[config.mk]
export PLATFORM = sky130hd
export DESIGN_NAME = decode_queue
export DESIGN_NICKNAME = d
export VERILOG_FILES = /design/src/rtl/decode_pkg.sv /design/src/rtl/insn_field_decoder.sv /design/src/rtl/decode_queue.sv
export SDC_FILE = /design/constraint.sdc
export NUM_CORES = 1
export LEC_CHECK = 0
export ABC_AREA = 1
export BUFFER_PORTS_ARGS = -buffer_cell sky130_fd_sc_hd__buf_4
export CORE_UTILIZATION = 55
export CTS_BUF_LIST = sky130_fd_sc_hd__clkbuf_4 sky130_fd_sc_hd__clkbuf_8 sky130_fd_sc_hd__clkbuf_16
export DETAILED_ROUTE_END_ITERATION = 10
export HOLD_SLACK_MARGIN = 0.1
export PLACE_DENSITY = 0.81
export SLEW_MARGIN = 10
export SYNTH_ARGS = -nofsm -noshare
export SYNTH_HDL_FRONTEND = slang
export SYNTH_SLANG_ARGS = --single-unit
[constraint.sdc]
create_clock -name clock -period 6.9 [get_ports clock]
set_input_delay 1.035 -clock clock [delete_from_list [all_inputs] [get_ports clock]]
set_output_delay 1.035 -clock clock [all_outputs]
set_load 0.02 [all_outputs]
[src/rtl/decode_pkg.sv]
// Shared types for the decode queue: opcode classes, format codes and the decoded entry.
package decode_pkg;

  localparam logic [2:0] CLS_BASE    = 3'd0;
  localparam logic [2:0] CLS_ALU_IMM = 3'd1;
  localparam logic [2:0] CLS_REG_EXT = 3'd3;
  localparam logic [2:0] CLS_MEM_LD  = 3'd4;
  localparam logic [2:0] CLS_MEM_ST  = 3'd5;

  localparam logic [2:0] SUB_R  = 3'd0;
  localparam logic [2:0] SUB_J0 = 3'd2;
  localparam logic [2:0] SUB_J1 = 3'd3;

  typedef enum logic [1:0] {
    FMT_R    = 2'd0,
    FMT_I    = 2'd1,
    FMT_J    = 2'd2,
    FMT_NONE = 2'd3
  } fmt_e;

  typedef struct packed {
    logic [5:0]  opcode;
    logic [4:0]  rs;
    logic [4:0]  rt;
    logic [4:0]  rd;
    logic [4:0]  sha;
    logic [5:0]  func;
    logic [15:0] immed;
    logic [25:0] target;
    fmt_e        format;
    logic        illegal;
  } decoded_t;

endpackage

[src/rtl/insn_field_decoder.sv]
// Combinational instruction field decoder; fields unused by the detected format are zero.
module insn_field_decoder
  import decode_pkg::*;
(
  input  logic [31:0] insn,
  output decoded_t    dec
);

  logic [2:0] cls_s;
  logic [2:0] sub_s;
  fmt_e       fmt_s;

  assign cls_s = insn[31:29];
  assign sub_s = insn[28:26];

  // Classify the opcode into a format
  always_comb begin
    fmt_s = FMT_NONE;
    case (cls_s)
      CLS_BASE: begin
        case (sub_s)
          SUB_R:          fmt_s = FMT_R;
          SUB_J0, SUB_J1: fmt_s = FMT_J;
          default:        fmt_s = FMT_I;
        endcase
      end
      CLS_ALU_IMM, CLS_MEM_LD, CLS_MEM_ST: fmt_s = FMT_I;
      CLS_REG_EXT:                         fmt_s = FMT_R;
      default:                             fmt_s = FMT_NONE;
    endcase
  end

  // Extract only the fields that belong to the format
  always_comb begin
    dec        = '0;
    dec.opcode = insn[31:26];
    dec.format = fmt_s;
    case (fmt_s)
      FMT_R: begin
        dec.rs   = insn[25:21];
        dec.rt   = insn[20:16];
        dec.rd   = insn[15:11];
        dec.sha  = insn[10:6];
        dec.func = insn[5:0];
      end
      FMT_I: begin
        dec.rs    = insn[25:21];
        dec.rt    = insn[20:16];
        dec.immed = insn[15:0];
      end
      FMT_J: begin
        dec.target = insn[25:0];
      end
      default: begin
        dec.illegal = 1'b1;
      end
    endcase
  end

endmodule

[src/rtl/decode_queue.sv]
// Queue of pre-decoded instructions; decode happens at push, outputs come from head storage.
// Optional illegal-instruction counter enabled by macro DECODE_QUEUE_STATS_EN.
module decode_queue
  import decode_pkg::*;
#(
  parameter int DEPTH    = 4,
  parameter int PC_WIDTH = 32
) (
  input  logic                      clock,
  input  logic                      reset,
  input  logic                      flush,
  input  logic                      in_valid,
  output logic                      in_ready,
  input  logic [31:0]               insn_in,
  input  logic [PC_WIDTH-1:0]       pc_in,
  output logic                      out_valid,
  input  logic                      out_ready,
  output logic [PC_WIDTH-1:0]       out_pc,
  output logic [5:0]                out_opcode,
  output logic [4:0]                out_rs,
  output logic [4:0]                out_rt,
  output logic [4:0]                out_rd,
  output logic [4:0]                out_sha,
  output logic [5:0]                out_func,
  output logic [15:0]               out_immed,
  output logic [25:0]               out_target,
  output logic [1:0]                out_format,
  output logic                      out_illegal,
`ifdef DECODE_QUEUE_STATS_EN
  output logic [15:0]               illegal_count,
`endif
  output logic [$clog2(DEPTH):0]    count
);

  localparam int PW = $clog2(DEPTH);
  localparam int CW = PW + 1;

  decoded_t              mem_r    [DEPTH];
  logic [PC_WIDTH-1:0]   pc_mem_r [DEPTH];
  logic [PW-1:0]         wr_ptr_r;
  logic [PW-1:0]         rd_ptr_r;
  logic [CW-1:0]         count_r;
  decoded_t              dec_s;
  decoded_t              head_s;
  logic                  push_s;
  logic                  pop_s;

  insn_field_decoder u_dec (
    .insn (insn_in),
    .dec  (dec_s)
  );

  // A full queue never accepts, even when the head is leaving this cycle
  assign in_ready  = (count_r < CW'(DEPTH));
  assign out_valid = (count_r != CW'(0));
  assign push_s    = in_valid && in_ready;
  assign pop_s     = out_valid && out_ready;
  assign count     = count_r;

  assign head_s      = mem_r[rd_ptr_r];
  assign out_pc      = pc_mem_r[rd_ptr_r];
  assign out_opcode  = head_s.opcode;
  assign out_rs      = head_s.rs;
  assign out_rt      = head_s.rt;
  assign out_rd      = head_s.rd;
  assign out_sha     = head_s.sha;
  assign out_func    = head_s.func;
  assign out_immed   = head_s.immed;
  assign out_target  = head_s.target;
  assign out_format  = head_s.format;
  assign out_illegal = head_s.illegal;

  // Storage, pointers and occupancy; storage is cleared on reset so the head reads zero
  always_ff @(posedge clock) begin
    if (reset) begin
      wr_ptr_r <= PW'(0);
      rd_ptr_r <= PW'(0);
      count_r  <= CW'(0);
      for (int i = 0; i < DEPTH; i++) begin
        mem_r[i]    <= '0;
        pc_mem_r[i] <= PC_WIDTH'(0);
      end
    end else if (flush) begin
      wr_ptr_r <= PW'(0);
      rd_ptr_r <= PW'(0);
      count_r  <= CW'(0);
    end else begin
      if (push_s) begin
        mem_r[wr_ptr_r]    <= dec_s;
        pc_mem_r[wr_ptr_r] <= pc_in;
        wr_ptr_r           <= wr_ptr_r + PW'(1);
      end
      if (pop_s) begin
        rd_ptr_r <= rd_ptr_r + PW'(1);
      end
      case ({push_s, pop_s})
        2'b10:   count_r <= count_r + CW'(1);
        2'b01:   count_r <= count_r - CW'(1);
        default: count_r <= count_r;
      endcase
    end
  end

`ifdef DECODE_QUEUE_STATS_EN
  logic [15:0] illegal_count_r;

  // Saturating count of accepted illegal instructions; survives flush
  always_ff @(posedge clock) begin
    if (reset) begin
      illegal_count_r <= 16'd0;
    end else if (push_s && !flush && dec_s.illegal && (illegal_count_r != 16'hFFFF)) begin
      illegal_count_r <= illegal_count_r + 16'd1;
    end else begin
      illegal_count_r <= illegal_count_r;
    end
  end

  assign illegal_count = illegal_count_r;
`endif

endmodule

=== Word-level counts from Yosys, hierarchy flattened ===
Memory sizes are Yosys's and may differ from the RTL's. A register that Yosys moved wholly into a read port is not among the register bits.
Cells that the tools add are included.

* Bits in registers: 7
* Latch bits: 0
* RAM bits: 436
* Bits in read-only memories: 0
* Bits of input ports: 69
* Output and inout bits: 114
* Memories kept: 2

* $add $sub $neg: 4
* Multiply operators: 0
* Divide/modulo/power cells: 0
* Order comparisons: 1
* Eq/ne operators: 10
* Shifts and indexed selects: 0
* Mux-type cells: 24
* Bitwise logic cells: 0
* Reductions and logical operators: 14

{| class="wikitable"
|+ Memory list
! name !! words !! bits a word !! read ports !! clocked after Yosys merged registers in !! wr ports !! RTL line !! text
|-
| mem_r || 4 || 77 || 1 || 1 || 4 || decode_queue.sv:38 || <nowiki>decoded_t mem_r [DEPTH];</nowiki>
|-
| pc_mem_r || 4 || 32 || 1 || 1 || 4 || decode_queue.sv:39 || <nowiki>logic [PC_WIDTH-1:0] pc_mem_r [DEPTH];</nowiki>
|}

{| class="wikitable"
|+ Operator list
! kind !! number
|-
| $mux W77 || 1
|-
| $reduce_or A77 Y1 || 1
|-
| $mux W16 || 2
|-
| $mux W32 || 1
|-
| $reduce_or A32 Y1 || 1
|-
| $mux W26 || 1
|-
| $mux W2 || 6
|-
| $mux W10 || 1
|-
| $eq A3 B2 Y1 const B || 3
|-
| $mux W1 || 9
|-
| $eq A3 B3 Y1 const B || 2
|-
| $logic_not A3 Y1 || 2
|-
| $pmux W2 S3 || 1
|-
| $pmux W3 S2 || 1
|-
| $reduce_or A2 Y1 || 3
|-
| $reduce_or A3 Y1 || 2
|-
| $add A2 B1 Y2 const B || 2
|-
| $eq A2 B1 Y1 const B || 2
|-
| $eq A2 B2 Y1 const B || 2
|-
| $pmux W2 S2 || 1
|-
| $add A3 B1 Y3 const B || 1
|-
| $eq A3 B1 Y1 const B || 1
|-
| $lt A3 B3 Y1 const B || 1
|-
| $reduce_bool A3 Y1 || 1
|-
| other kinds (4) || 5
|}

=== Logic depth before layout (Yosys ltp) ===
* Depth after elaboration: 8
* Depth in mapped cells: 12

=== By module ===
A second synthesis with hierarchy kept.

* Cells, all modules: 1851
* Area, all modules: 19476.2 µm²

{| class="wikitable"
|+ By module, submodules not included
! module !! times used !! cells an instance !! area each (µm²) !! seq. area each (µm²)
|-
| decode_queue || 1 || 1716 || 18873.1 || 13272.7
|-
| insn_field_decoder || 1 || 135 || 603.1 || 0.0
|}

=== Worst setup path before layout ===
Ideal clock, no wire load.

* Path type: input-to-reg
* From: input port reset
* To: memory mem_r[0][0] (netlist bit) (enable)
* Setup time: 0.472 ns
* Data arrival time: 4.089 ns
* Path slack: 2.339 ns
* Stages: 9
* Path through: inv_2 nand2_2 nor2_4 nand2_2 nor2_2 inv_2 buf_6 buf_6 nand2_1

{| class="wikitable"
|+ RTL lines
! element !! RTL line !! text
|-
| start: declaration || decode_queue.sv:10 || <nowiki>input logic reset,</nowiki>
|-
| end: declaration || decode_queue.sv:38 ||
|}

==> flow_metrics.py <==
metrics = {
    "route": {
        "drc_errors": 0,
        "firstDrtPassIters": 5,
        "drt_wl_total_um": 48100,
        "avgRoutedWirePerCell_um": 20.1,
        "ant_nets": 0,
        "dr_total_vias": 13900,
        "drt_iter0_drc": 1630,
        "vias_per_cell": 5.80,
    },
    "floorplanning": {
        "die_h_um": 190,
        "rows": 68,
        "die_area_um2": 36000,
        "core_area_um2": 34600,
        "start_util": 0.559,
        "ios": 183,
        "die_x_um": 190,
    },
    "critical_path": {
        "path_buf_inv": 3,
        "worst_ep_required_time_ns": 5.86,
        "crit_path_frequent_cell": "buf_4",
        "critical_path_class": "register to output pin",
        "crit_path_max_incr_delay_ns": 1.03,
        "start_kind": "register",
        "path_cells": "buf_4 -> buf_4 -> o21ai_0 -> o22ai_1 -> buf_4",
        "crit_fanout": 118,
        "slowest_stage": "buf_4",
        "endpoint_kind": "output pin",
        "arrival_ns": 3.71,
        "critPathTopFamily": "buffers and inverters",
    },
    "clocking": {
        "cts_max_path_buffers": 3,
        "hold_buffers": 0,
        "cts-root-buf": "clkbuf_16",
        "clkSlewWorstSetupHoldPaths_ns": 0.05,
        "cts_sinks": 445,
        "htree_levels": 2,
        "cts_made_buffers": 44,
        "cts_resized": 0,
        "cts_setup_buffers": 0,
        "cts_tree": "built",
        "clk-insertion-delay-late_ns": 0.54,
    },
    "timing": {
        "fin_crit_ns": 4.74,
        "fin_skew_ns": 0.0219,
        "slew_viol_final": 0,
        "fmax_mhz": 211,
        "fin_setup_tns_ns": 0,
        "fin_crit_sh": 0.688,
        "worst_pin_slew_ns": 1.25,
        "layout_setup_ws_ns": 2.16,
        "final_hold_viol_count": 0,
        "setup_violations": 0,
        "slew_headroom": 0.165,
        "rsz0062_at_grt": "false",
    },
    "final_layout": {
        "final_util": 0.644,
        "final_nets": 1988,
        "fin_cells": 2398,
        "drive_gt1_frac": 0.172,
        "antenna_cells": 0,
        "areaGrowthSynthToFinish_pct": 15.2,
    },
    "synth": {
        "async_reset_ff_frac": 0,
        "syn-cell-area_um2": 19400,
        "ys.warnings.count": 0,
        "seq_area_frac_synth": 0.685,
        "yosys.area.top_type": "edfxtp_1",
        "netlist.area_leader.share": 0.676,
        "synth_area_leaders": "edfxtp_1 68%, nor2_1 11%, o21ai_0 5.8%",
        "ys.flop_type": "edfxtp_1",
        "syn_nets": 1864,
        "avgSynthCellArea_um2": 10.8,
        "synth_seq_cells": 445,
        "synth_edf_count": 436,
        "synthCells": 1793,
        "ys_types": 28,
    },
    "place": {
        "dp_slack_ns": 2.31,
        "hpwl_um": 26400,
        "dp_cells": 2326,
        "port_buffers": 182,
        "gp_congestion": 0.788,
    },
    "power_and_ir_drop": {
        "finalPower_mw": 5.98,
        "ir_drop_uv": 238,
        "power_density_nw_per_um2": 268,
        "p_leak_nw": 8.85,
    },
    "outcome": {
        "status": "complete, no violations",
    },
    "grt": {
        "grt_max_degree": 156,
        "overflow": 0,
        "antenna_found_initial": 0,
        "grt_pass1_vias": 13800,
        "grt_use_total": 0.267,
        "grt_pass1_wl_um": 74000,
    },
    "hold_path": {
        "hold_class": "register to register",
    },
    "job": {
        "timing.max_cap.violations": 0,
    },
}
[worst paths after layout]
| path | from | end | slack [ns] | depth (start not counted) |
|---|---|---|---|---|
| hold / removal | rd_ptr_r[0] | rd_ptr_r[0] | 0.52 | 2 |
| hold reg to reg | rd_ptr_r[0] | rd_ptr_r[0] | 0.52 | 2 |
| setup / recovery | register | out_immed[3] | 2.16 | 5 |
| setup reg to reg | count[2] | mem_r[0][56] | 3.15 | 8 |
[cell families (layout without fill, tap and decap cells)]
family	count (synthesis)	after routing	synth area share
buffers and inverters	299	449	0.0653
flip-flops	445	445	0.685
AO/OA/AOI/OAI	339	339	0.0949
AND/OR/NAND/NOR	708	708	0.153
adder cells (fa/ha/maj)	2	2	0.00168
[layout by cell type (no fill, tap or decap)]
| cell type | netlist | routed |
|---|---|---|
| dfxtp_4 | 0 | 2 |
| nand2_1 | 51 | 46 |
| o22ai_1 | 109 | 109 |
| nor2_1 | 589 | 589 |
| o21ai_0 | 224 | 224 |
| nand2_2 | 3 | 3 |
| inv_6 | 0 | 1 |
| nand3_1 | 19 | 19 |
| buf_4 | 10 | 199 |
| nor2_4 | 11 | 11 |
| nor2_8 | 2 | 2 |
| edfxtp_1 | 436 | 436 |
| nor2_2 | 2 | 2 |
| fa_1 | 1 | 1 |
| nor3_1 | 8 | 8 |
| a31oi_1 | 1 | 1 |
| inv_2 | 15 | 14 |
| dfxtp_1 | 9 | 7 |
| clkinv_1 | 1 | 4 |
| nand2_4 | 1 | 6 |
| clkinv_2 | 1 | 6 |
| nand3_2 | 22 | 22 |
| clkbuf_8 | 0 | 3 |
| inv_1 | 161 | 159 |
| a21oi_1 | 4 | 4 |
| ha_1 | 1 | 1 |
| bufinv_16 | 0 | 4 |
| clkbuf_4 | 0 | 12 |
| inv_4 | 0 | 2 |
| a41oi_1 | 1 | 1 |
| clkbuf_16 | 0 | 45 |
[synth_stat cells, drive strengths merged, types with 2 or more instances]
cell / n
edfxtp: 436
nand3: 41
inv: 176
nand2: 55
buf: 62
nor3: 8
clkinv: 2
dfxtp: 9
o21ai: 224
a21oi: 4
clkbuf: 59
o22ai: 109
nor2: 604
[state kept, by name, indices dropped and copies added (netlist names), named ones only]
signal / cells
count: 3
mem_r: 308
rd_ptr_r: 2
pc_mem_r: 128
wr_ptr_r: 2
[power breakdown]
| part | total [mW] | switching (mW) | internal (mW) |
|---|---|---|---|
| combinational | 0.496 | 0.348 | 0.148 |
| sequential | 3.11 | 0.0317 | 3.08 |
| clock | 2.37 | 0.959 | 1.42 |
| total | 5.98 | 1.34 | 4.64 |
[metrics by stage]
stage	hold WS (ns)	cell area [um^2]
3_5_place_dp	0.512	20900
6_report	0.515	22300
5_1_grt	0.551	22300
2_1_floorplan	0.450	19400
4_1_cts	0.525	22300
3_3_place_gp	0.465	20900
[worst register-to-register path, stage by stage, from the launching register on]
cell      delay [ns]
dfxtp_1         0.32
clkinv_2        0.09
nand2_4         0.08
nor2_4          0.95
nand2_2         0.12
nor2_2          0.21
inv_4           0.22
nand2_4         0.86
buf_4           0.54
[metal layers]
metal | vias to the layer above | track usage | part of all wire
li1 | 6333 | - | -
met1 | 6740 | 0.345 | 0.38
met2 | 737 | 0.455 | 0.50
met3 | 106 | 0.0384 | 0.082
met4 | 0 | 0.105 | 0.033
met5 | - | 0 | 0
[layout make-up]
cell class / instances / area, um^2
sequential: 445 / 13300
fill: 2520 / 12300
multi-input combinational: 1049 / 4870
timing repair buffer: 199 / 1490
clock buffer: 60 / 1260
inverter: 178 / 681
tap: 455 / 569
clock inverter: 12 / 155
No activity file was read; power rests on OpenSTA's default activity.
